<file path="config.mk">
export PLATFORM = sky130hd
export DESIGN_NAME = countdown_timer
export DESIGN_NICKNAME = d
export VERILOG_FILES = /design/src/rtl/countdown_timer.sv
export SDC_FILE = /design/constraint.sdc
export NUM_CORES = 1
export LEC_CHECK = 0
export ABC_AREA = 1
export BUFFER_PORTS_ARGS = -buffer_cell sky130_fd_sc_hd__buf_2
export CORE_MARGIN = 3
export CORE_UTILIZATION = 45
export DETAILED_ROUTE_END_ITERATION = 10
export PLACE_DENSITY_LB_ADDON = 0.25
export SLEW_MARGIN = 20
export SYNTH_ARGS = -nofsm -noshare
export SYNTH_HDL_FRONTEND = slang
export SYNTH_SLANG_ARGS = --single-unit
</file>
<file path="constraint.sdc">
create_clock -name clock -period 3.5 [get_ports clock]
set_clock_uncertainty 0.05 [all_clocks]
set_input_delay 0 -clock clock [delete_from_list [all_inputs] [get_ports clock]]
set_output_delay 0 -clock clock [all_outputs]
set_load 0.01 [all_outputs]
</file>
<file path="src/rtl/countdown_timer.sv">
// countdown_timer: loadable down-counter with one-shot/periodic expiry and a saturating expiry counter.
// Latency: count = N on the edge that accepts start; expired is high for the cycle after edge start+N.
// Backpressure: load_ready is low in RUN, so a load offered then waits until the timer stops or finishes.
// Ports: clock/reset_n (async, active-low); load_valid/load_value/load_ready interval handshake;
//        start/stop/periodic level-sampled controls; count, expired, busy, expire_count status.
module countdown_timer #(
  parameter int unsigned     WIDTH     = 32,
  parameter longint unsigned MAX_VALUE = 2147483647,
  parameter int unsigned     EXP_CNT_W = 16
) (
  input  logic                 clock,
  input  logic                 reset_n,
  input  logic                 load_valid,
  input  logic [WIDTH-1:0]     load_value,
  output logic                 load_ready,
  input  logic                 start,
  input  logic                 stop,
  input  logic                 periodic,
  output logic [WIDTH-1:0]     count,
  output logic                 expired,
  output logic                 busy,
  output logic [EXP_CNT_W-1:0] expire_count
);

  localparam logic [WIDTH-1:0] MAX_V = WIDTH'(MAX_VALUE);

  typedef enum logic [2:0] {
    S_IDLE   = 3'd0,
    S_ARMED  = 3'd1,
    S_RUN    = 3'd2,
    S_PAUSED = 3'd3,
    S_DONE   = 3'd4
  } state_t;

  state_t               state_q, state_d;
  logic [WIDTH-1:0]     count_q, count_d;
  logic [WIDTH-1:0]     reload_q, reload_d;
  logic                 mode_q, mode_d;
  logic                 expired_q, expired_d;
  logic [EXP_CNT_W-1:0] expire_count_q, expire_count_d;
  logic                 load_fire;
  logic [WIDTH-1:0]     load_clamped;

  assign load_ready   = (state_q != S_RUN);
  assign busy         = (state_q == S_RUN);
  assign load_fire    = load_valid && load_ready;
  assign load_clamped = (load_value > MAX_V) ? MAX_V : load_value;

  always_comb begin
    state_d        = state_q;
    count_d        = count_q;
    reload_d       = reload_q;
    mode_d         = mode_q;
    expired_d      = 1'b0;
    expire_count_d = expire_count_q;

    if (load_fire) begin
      // A load always wins; a start in the same cycle is dropped.
      reload_d       = load_clamped;
      count_d        = load_clamped;
      expire_count_d = '0;
      state_d        = S_ARMED;
    end else begin
      unique case (state_q)
        S_IDLE: ;
        S_ARMED, S_DONE: begin
          if (start) begin
            count_d = reload_q;
            mode_d  = periodic;
            state_d = S_RUN;
          end
        end
        S_PAUSED: begin
          if (start) begin
            mode_d  = periodic;
            state_d = S_RUN;
          end
        end
        S_RUN: begin
          if (stop) begin
            state_d = S_PAUSED;
          end else if (count_q > WIDTH'(1)) begin
            count_d = count_q - WIDTH'(1);
          end else begin
            // count of 1 is a normal expiry; 0 only happens for a zero interval,
            // which can never reload, so it always finishes.
            expired_d = 1'b1;
            if (expire_count_q != '1) begin
              expire_count_d = expire_count_q + EXP_CNT_W'(1);
            end
            if (mode_q && (count_q == WIDTH'(1))) begin
              count_d = reload_q;
            end else begin
              count_d = '0;
              state_d = S_DONE;
            end
          end
        end
        default: state_d = S_IDLE;
      endcase
    end
  end

  always_ff @(posedge clock or negedge reset_n) begin
    if (!reset_n) begin
      state_q        <= S_IDLE;
      count_q        <= '0;
      reload_q       <= '0;
      mode_q         <= 1'b0;
      expired_q      <= 1'b0;
      expire_count_q <= '0;
    end else begin
      state_q        <= state_d;
      count_q        <= count_d;
      reload_q       <= reload_d;
      mode_q         <= mode_d;
      expired_q      <= expired_d;
      expire_count_q <= expire_count_d;
    end
  end

  assign count        = count_q;
  assign expired      = expired_q;
  assign expire_count = expire_count_q;

endmodule

</file>
# --- Word level (Yosys, flattened, before mapping) ---
# Cells that the tools add are included.
# W data, S select, Z words.
word_totals:
  ff_bits: 85
  latchBits: 0
  mem_bits_rw: 0
  mem_bits_ro: 0
  in_bits: 38
  out_inout_bits: 51
  wordCells: 60
  memories: 0
classes:
  add_sub_neg: 2
  mul: 0
  div_mod_pow: 0
  order_cmp: 2
  eq_ne: 15
  shifts: 0
  muxes: 22
  bitwise: 1
  n_reduce_logical: 12
op_table:
  columns: ["cell", "count"]
  rows:
  - ["$mux W32", 6]
  - ["$mux W16", 5]
  - ["$pmux W32 S2", 1]
  - ["$eq A32 B1 Y1 const B", 1]
  - ["$gt A32 B1 Y1 const B", 1]
  - ["$gt A32 B31 Y1 const B", 1]
  - ["$sub A32 B1 Y32 const B", 1]
  - ["$add A16 B1 Y16 const B", 1]
  - ["$ne A16 B16 Y1 const B", 1]
  - ["$mux W3", 5]
  - ["$pmux W3 S3", 1]
  - ["$ne A4 B4 Y1 const B", 2]
  - ["$reduce_and A4 Y1", 2]
  - ["$eq A3 B2 Y1 const B", 2]
  - ["$ne A3 B2 Y1 const B", 2]
  - ["$reduce_and A3 Y1", 2]
  - ["$mux W1", 4]
  - ["$ne A2 B2 Y1 const B", 2]
  - ["$reduce_bool A2 Y1", 2]
  - ["$eq A3 B1 Y1 const B", 1]
  - ["$eq A3 B3 Y1 const B", 1]
  - ["$logic_not A3 Y1", 1]
  - ["$ne A3 B1 Y1 const B", 1]
  - ["$ne A3 B3 Y1 const B", 1]
  - ["6 further kinds", 7]

# --- Depth between registers and ports, before layout ---
# Gate-level depths: netlist of the first run.
logic_depth:
  depth_word: 7
  ltp_mapped: 13
  ltp_nobuf: 13

# --- Worst setup path before layout of the first run ---
# Ideal clock, no wire load.
synth_timing:
  path_kind: "reg2reg"
  from: "reg count_q[0] (netlist: count[0])"
  to: "reg expire_count_q[4] (netlist: expire_count[4])"
  setup_ns: 0.118
  arrival_time_ns: 1.651
  t_required_ns: 3.332
  setup_slack_ns: 1.681
  path_stages_with_launch: 13
  period_less_slack_ns: 1.819
  path_cell_list: "dfrtp_1 > inv_1 > ha_1 > nand2_2 > nor2_4 > nand2_2 > nand2_4 > nand2_4 > nand2_4 > nand2_4 > buf_6 > nand2_1 > o21ai_2"
synth_via:
  elab_chain_cells: 3
synth_rtl:
  columns: ["item", "line", "rtl"]
  rows:
  - ["from (decl)", "36", "logic [WIDTH-1:0] count_q, count_d;"]
  - ["from (signal assigned)", "114", "count_q <= count_d;"]
  - ["$gt A32 B1 Y1", "82", "end else if (count_q > WIDTH'(1)) begin"]
  - ["$ne A2 B2 Y1 (no line)", null, null]
  - ["$reduce_and A4 Y1 (no line)", null, null]
  - ["to (signal assigned)", "118", "expire_count_q <= expire_count_d;"]
  - ["to (decl)", "40", "logic [EXP_CNT_W-1:0] expire_count_q, expire_count_d;"]
# Every way passes these cells.
# A chain may end at the register's enable or synchronous reset.

# --- Final worst setup path of the first run ---
layout_timing:
  from: "reg state_q[2]"
  to: "reg count_q[18] (netlist: count[18])"
layout_via:
  elab_chain_cells: 4
  word_cells_on_any_way: 12
  classes_between: "6 x eq/ne; 2 x mux; 4 x reduce/logical"
layout_rtl:
  columns: ["item", "line", "rtl"]
  rows:
  - ["from (decl)", "35", "state_t state_q, state_d;"]
  - ["from (signal assigned)", "113", "state_q <= state_d;"]
  - ["$eq A3 B1 Y1 (tied with other cells)", "64", "unique case (state_q)"]
  - ["$reduce_or A2 Y1 / $logic_and A1 B1 Y1 (equally long branches)", "64, 46", null]
  - ["$ne A3 B3 Y1 (no line) (tied with other cells)", null, null]
  - ["$reduce_and A3 Y1 (no line) / $mux W32 (equally long branches)", null, null]
# Parallel ways exist; a longest one is shown, timed or not.

==> out/summary.md, run 1 <==
• **highest ir drop seen on vdd** 419 uV
• **Leakage** 3.14 nW
• **total of warnings raised by yosys** 0
• **number of routed nets with antenna violations** 0
• **drt first pass iters** 6
• **global-route wire length before repair** 23300 um
• **transition at the pin with the smallest max-transition slack** 0.864 ns
• **Site Rows** 39
• **number of nets in the layout** 907
• **DRT iter0 DRCs** 404
• **Worst Hold Slack** 0.00831 ns
• **post-synth design cell area** 5330 sq um
• **period utilization** 0.715
• **Crit Path Class** reg -> reg
• **post-route core utilization** 0.553
• **clock sink total** 85
• **power share of the sequential group** 0.365
• **area share of the largest cell type after synthesis** 0.399
• **Hold/Removal Path Class** in -> reg
• **Achievable Freq** 400 MHz
• **area delta synth->final** 19.7%
• **power per standard cell area** 762 nW/um^2
• **top cells by count, synth** sky130_fd_sc_hd__nand2_1, sky130_fd_sc_hd__nor2_1, sky130_fd_sc_hd__dfrtp_1, sky130_fd_sc_hd__inv_1, sky130_fd_sc_hd__nand3_1
• **Remaining DRCs** 0
• **Post-CTS Repair Setup Buffers** 0
• **ys async rst share** 1.00
• **maximum number of pins on one net before global-route repair** 68
• **worst-case setup slack after placement** 1.01 ns
• **combinational power share** 0.445
• **Post-Layout Inst Area** 6370 sq um
• **average cell area after synthesis** 7.01 sq um
• **DRT Wirelength** 14000 um
• **Rel. slew slack** 0.424
• **switching share of total power** 0.451
• **final critical path time including I/O delays and setup** 2.50 ns
• **Hold Vio Cnt, Final** 0
• **endpoint type of the worst setup path** register
• **number of storage elements in the synthesis netlist** 85
• **Max Fanout on Critical Path** 35
• **drt via density** 4.96
• **final RePlAce weighted congestion** 0.896
• **antenna violations before repair** 0
• **area after detailed placement** 5810 sq um
• **number of buffers added by the clock tree synthesis step** 9
• **number of unique standard cell types used by synthesis** 34
• **RSZ-0062 raised after global routing** false
• **number of antenna repair diodes** 0
• **critical path startpoint category** register
• **clock tree from TritonCTS** done
• **part of the power in the clock network** 0.190
• **cell type contributing the most total cell area after synthesis** sky130_fd_sc_hd__dfrtp_1
• **number of max-cap violations** 0
• **floorplan core area** 11500 sq um
• **Most used DFF post-synth** sky130_fd_sc_hd__dfrtp_1
• **max-slew violation count** 0
• **required time worst endpoint** 3.69 ns
• **width of the die** 115 um
• **Design Power** 4.86 mW
• **number of H-tree branching levels** 3
• **IO Pins** 89
• **internal power component** 2.66 mW
• **total die area** 13200 sq um
• **final setup violation count** 0
• **final setup margin** 0.997 ns
• **initial cell density of the core** 0.463
• **GR Util All Layers** 0.225
• **vias in the first global route** 4783
• **fraction of layout instances using a drive strength above 1** 0.178
• **final non-filler cell total** 1013
• **routed vias** 5024
• **sequential element share of the synthesized area** 0.399
• **count of flip-flops with a built-in enable after synthesis** 0
• **latest clock arrival within the worst-skew pair** 0.35 ns
• **post-detailed-placement half-perimeter wirelength** 10000 um
• **number of input and output port buffers inserted** 88
• **number of fillers in the final layout** 1091
• **Gates resized, CTS repair** 0
• **library cell with the highest instance count after synthesis** sky130_fd_sc_hd__nand2_1
• **Crit path arrival time** 2.70 ns
• **maximum clock path buffer count** 2
• **post-route setup TNS** 0 ns
• **clk root buf** sky130_fd_sc_hd__clkbuf_16
• **final routed wire length divided by cell count** 13.9 um
• **total nets after synthesis** 801
• **Switch Pwr** 2.19 mW
• **overflow left after global routing** 0
• **Chip Height** 115 um
• **cell count after placement** 970
• **status** finished clean
• **clock-pin slew on the worst setup and hold paths** 0.06 ns
• **top area cells in the synthesized netlist** sky130_fd_sc_hd__dfrtp_1, sky130_fd_sc_hd__nand2_1, sky130_fd_sc_hd__nor2_1, sky130_fd_sc_hd__inv_1, sky130_fd_sc_hd__nand3_1
• **post-synthesis instance total** 760
==> worst paths after layout <==
check / from / to / slack [ns] / cells after the start
min: load_value[15] / reload_q[15] / 0.008 / 3
min reg2reg: reload_q[31] / reload_q[31] / 0.44 / 2
max: state_q[2] / count[18] / 1.0 / 12
max reg2reg: state_q[2] / count[18] / 1.0 / 12
min in group asynchronous: reset_n / expired / 0.25 / 2
max in group asynchronous: reset_n / reload_q[22] / 2.35 / 3
==> worst max-delay path, cell delays in order (launching register included) <==
cell	delay, ns
sky130_fd_sc_hd__dfrtp_1	0.39
sky130_fd_sc_hd__inv_1	0.13
sky130_fd_sc_hd__nand3_4	0.16
sky130_fd_sc_hd__nand2_4	0.24
sky130_fd_sc_hd__inv_2	0.08
sky130_fd_sc_hd__nor2_4	0.11
sky130_fd_sc_hd__nand2_1	0.07
sky130_fd_sc_hd__o21ai_2	0.06
sky130_fd_sc_hd__buf_4	0.35
sky130_fd_sc_hd__inv_2	0.34
sky130_fd_sc_hd__or2_0	0.29
sky130_fd_sc_hd__nand2_1	0.06
sky130_fd_sc_hd__inv_1	0.04
==> area by class of cell <==
cell class / instances / area (sq um) / share of cell area
timing repair buffer: 120 / 753 / 0.118
sequential: 85 / 2130 / 0.334
clock inverter: 1 / 5.00 / 0.000785
tap: 143 / 179 / 0.0281
clock buffer: 14 / 274 / 0.0430
inverter: 65 / 244 / 0.0383
multi-input combinational: 585 / 2790 / 0.438
==> logic make-up (layout without fill, tap and decap cells) <==
kind of cell,after synthesis,after routing,share of synthesized area
flops,85,85,0.399
compound gates,84,84,0.0921
simple gates,468,468,0.375
buf+inv,90,200,0.0766
xor+xnor,29,29,0.0477
mux,1,1,0.00211
fa+ha+maj,3,3,0.00705
==> state kept, by name, summed over array words and instances (netlist names) <==
register	count
count	32
reload_q	32
expire_count	16
state_q	3
expired	1
mode_q	1
==> routing by layer <==
metal  track usage  wire, um
met3        0.0526       687
met1         0.303      6530
met2         0.371      6680
met5             0         0
met4        0.0516       130
==> repair_timing <==
| action | in CTS | in global routing |
|---|---|---|
| endpoints found under the setup margin | 0 | 0 |
| hold endpoints to repair | 100 | 0 |
| hold buffers | 28 | 0 |
==> cells in the final DEF (no fill, tap or decap), drive strengths merged, types with 6 or more instances in the layout <==
master,instances
buf,92
nor2,130
xor2,25
nand4,9
nand3,46
dfrtp,85
dlygate4sd3,28
or2,14
o21ai,64
inv,64
nor3,6
a21oi,19
clkbuf,14
nand2,259
==> power by group through the flow <==
stage / Sequential, mW / Combinational [mW] / Clock, mW
detailed placement: 1.78 / 2.13 / 0
finish: 1.77 / 2.16 / 0.925
floorplan: 1.78 / 1.48 / 0
global placement: 1.79 / 2.09 / 0
CTS: 1.77 / 2.17 / 0.943
global route: 1.83 / 2.47 / 0.978
Power figures use the tool's default switching activity.
==> inputs of run 2 (changes only) <==
==> constraint.sdc (replaced) <==
create_clock -name clock -period 2.05 [get_ports clock]
set_clock_uncertainty 0.05 [all_clocks]
set_input_delay 0 -clock clock [delete_from_list [all_inputs] [get_ports clock]]
set_output_delay 0 -clock clock [all_outputs]
set_load 0.01 [all_outputs]
==> run 2 against run 1 <==
Net effect: clock power increased by 81%; hold slack better by 0.014 ns; core utilization up 3.7 points; setup slack got worse by 0.85 ns; first-iteration DRC count fell by 25%; global-route usage grew 0.69 points; sequential share of layout area shrank 2.1 points.
==> out/summary.md, run 2 (synthesis gave the netlist of run 1 again) <==
• **clock sink total** 85, unchanged
• **timing startpoint of the critical path** state_q[2], unchanged
• **DRT Wirelength** 14800 um, was 14000 um
• **antenna violations before repair** 0, unchanged
• **number of fillers in the final layout** 1129, was 1091
• **status** finished clean, unchanged
• **Site Rows** 39, unchanged
• **period utilization** 0.930, was 0.715
• **power per standard cell area** 1320 nW/um^2, was 762 nW/um^2
• **number of input and output port buffers inserted** 88, unchanged
• **final RePlAce weighted congestion** 0.935, was 0.896
• **post-detailed-placement half-perimeter wirelength** 11000 um, was 10000 um
• **Hold/Removal Path Class** in -> reg, unchanged
• **Crit Path Class** reg -> reg, unchanged
• **overflow left after global routing** 0, unchanged
• **number of H-tree branching levels** 3, unchanged
• **cell count after placement** 999, was 970
• **Leakage** 3.38 nW, was 3.14 nW
• **number of buffers added by the clock tree synthesis step** 9, unchanged
• **Rel. slew slack** 0.630, was 0.424
• **hold path startpoint** load_value[22], was load_value[15]
• **Achievable Freq** 525 MHz, was 400 MHz
• **global-route wire length before repair** 23900 um, was 23300 um
• **post-route setup TNS** 0 ns, unchanged
• **final setup margin** 0.144 ns, was 0.997 ns
• **worst-case reg-to-reg path depth** 11, was 12
• **GR Util All Layers** 0.232, was 0.225
• **hold path depth** 4, was 3
• **Critical R2R Capture** count[11], was count[18]
• **critical path startpoint category** register, unchanged
• **Chip Height** 115 um, unchanged
• **number of nets in the layout** 946, was 907
• **terminating pin of the worst hold path** reload_q[22], was reload_q[15]
• **Hold Vio Cnt, Final** 0, unchanged
• **maximum number of pins on one net before global-route repair** 41, was 68
• **IO Pins** 89, unchanged
• **area delta synth->final** 27.7%, was 19.7%
• **clk root buf** sky130_fd_sc_hd__clkbuf_16, unchanged
• **clock tree from TritonCTS** done, unchanged
• **clock-pin slew on the worst setup and hold paths** 0.06 ns, about the same
• **Remaining DRCs** 0, unchanged
• **vias in the first global route** 4981, was 4783
• **maximum clock path buffer count** 2, unchanged
• **most common library cell in the layout ignoring fill and taps** sky130_fd_sc_hd__nand2_1, unchanged
• **transition at the pin with the smallest max-transition slack** 0.554 ns, was 0.864 ns
• **latest clock arrival within the worst-skew pair** 0.35 ns, about the same
• **required time worst endpoint** 2.23 ns, was 3.69 ns
• **final non-filler cell total** 1052, was 1013
• **drt first pass iters** 5, was 6
• **Worst R2R Start** state_q[2], unchanged
• **final critical path time including I/O delays and setup** 1.91 ns, was 2.50 ns
• **floorplan core area** 11500 sq um, unchanged
• **commonest cells after routing, fill and taps aside** sky130_fd_sc_hd__nand2_1, sky130_fd_sc_hd__nor2_1, sky130_fd_sc_hd__buf_2, sky130_fd_sc_hd__dfrtp_1, sky130_fd_sc_hd__inv_1, unchanged
• **routed vias** 5307, was 5024
• **worst-case setup slack after placement** 0.103 ns, was 1.01 ns
• **final setup violation count** 0, unchanged
• **number of routed nets with antenna violations** 0, unchanged
• **initial cell density of the core** 0.463, unchanged
• **max-slew violation count** 0, unchanged
• **highest ir drop seen on vdd** 854 uV, was 419 uV
• **fraction of layout instances using a drive strength above 1** 0.222, was 0.178
• **number of antenna repair diodes** 0, unchanged
• **Max Fanout on Critical Path** 11, was 35
• **total die area** 13200 sq um, unchanged
• **endpoint type of the worst setup path** register, unchanged
• **width of the die** 115 um, unchanged
• **drt via density** 5.04, was 4.96
• **DRT iter0 DRCs** 305, was 404
• **number of max-cap violations** 0, unchanged
• **Crit path arrival time** 2.09 ns, was 2.70 ns
• **final routed wire length divided by cell count** 14.1 um, was 13.9 um
• **flop2flop setup slack** 0.14 ns, was 1.0 ns
run 2: cell count changes in the layout (fill, tap and decap cells not counted), moves of 2 or more:
cell and change:
sky130_fd_sc_hd__dfrtp_2 +3, sky130_fd_sc_hd__nor2_2 +4, sky130_fd_sc_hd__clkbuf_1 -2, sky130_fd_sc_hd__nor2_1 -5, sky130_fd_sc_hd__nand2_8 +2, sky130_fd_sc_hd__dfrtp_1 -3, sky130_fd_sc_hd__dlygate4sd3_1 +3, sky130_fd_sc_hd__buf_12 +5
sky130_fd_sc_hd__buf_4 +31
run 2: worst max path at each step:
stage / end / slack (ns)
2_1_floorplan: expire_count[4] / 0.23
3_3_place_gp: expire_count[15] / 0.1
6_report: count[11] / 0.14
3_5_place_dp: expire_count[7] / 0.10
4_1_cts: expire_count[11] / 0.04
5_1_grt: state_q[1] / -0.01
run 2: timing repair:
item / in CTS / in global routing
endpoints found under the setup margin: 0 / 24
endpoints found under the hold margin: 120 / 0
setup buffers: 0 / 7
hold buffers: 31 / 0
gates resized for setup: 0 / 13
run 2: layout make-up:
| cell class | count | area (sq um) | area share |
|---|---|---|---|
| flip-flops and latches | 85 | 2130 | 0.313 |
| well taps | 143 | 179 | 0.0263 |
| inverters | 65 | 244 | 0.0359 |
| multi-input cells | 585 | 2830 | 0.417 |
| clock inverters | 4 | 47.5 | 0.00699 |
| clock buffers | 11 | 253 | 0.0371 |
| repair buffers | 159 | 1120 | 0.164 |
run 2: stage by stage:
| step | power [mW] | util | cell area, sq um | hold slack [ns] |
|---|---|---|---|---|
| CTS | 8.94 | 0.582 | 6710 | 0.0135 |
| global route | 9.72 | 0.591 | 6800 | 0.0388 |
| global placement | 7.14 | 0.529 | 6090 | -0.0626 |
| detailed placement | 7.19 | 0.529 | 6090 | -0.0599 |
| finish | 9.01 | 0.591 | 6800 | 0.0224 |
| floorplan | 5.56 | - | 5330 | -0.346 |
run 2: worst max-delay path: stages, from the launching register on:
cell and delay, ns:
sky130_fd_sc_hd__dfrtp_1 0.39, sky130_fd_sc_hd__inv_1 0.14, sky130_fd_sc_hd__nand3_4 0.17, sky130_fd_sc_hd__nand2_4 0.12, sky130_fd_sc_hd__inv_2 0.10, sky130_fd_sc_hd__nor2_4 0.13, sky130_fd_sc_hd__nand2_1 0.07, sky130_fd_sc_hd__o21ai_2 0.11
sky130_fd_sc_hd__inv_2 0.16, sky130_fd_sc_hd__buf_4 0.20, sky130_fd_sc_hd__nand2_1 0.07, sky130_fd_sc_hd__o21ai_1 0.06
run 2: routing by layer:
layer | global-route usage | up-vias | share of wire
met5 | 0 | - | 0
met4 | 0.0603 | 0 | 0.016
met3 | 0.0574 | 20 | 0.060
met2 | 0.385 | 162 | 0.48
met1 | 0.305 | 2443 | 0.44
li1 | - | 2682 | -
run 2: where the power goes:
| part | switching, mW | internal [mW] |
|---|---|---|
| combinational | 2.67 | 1.77 |
| clock | 0.672 | 0.999 |
| sequential | 0.584 | 2.31 |
| total | 3.93 | 5.08 |
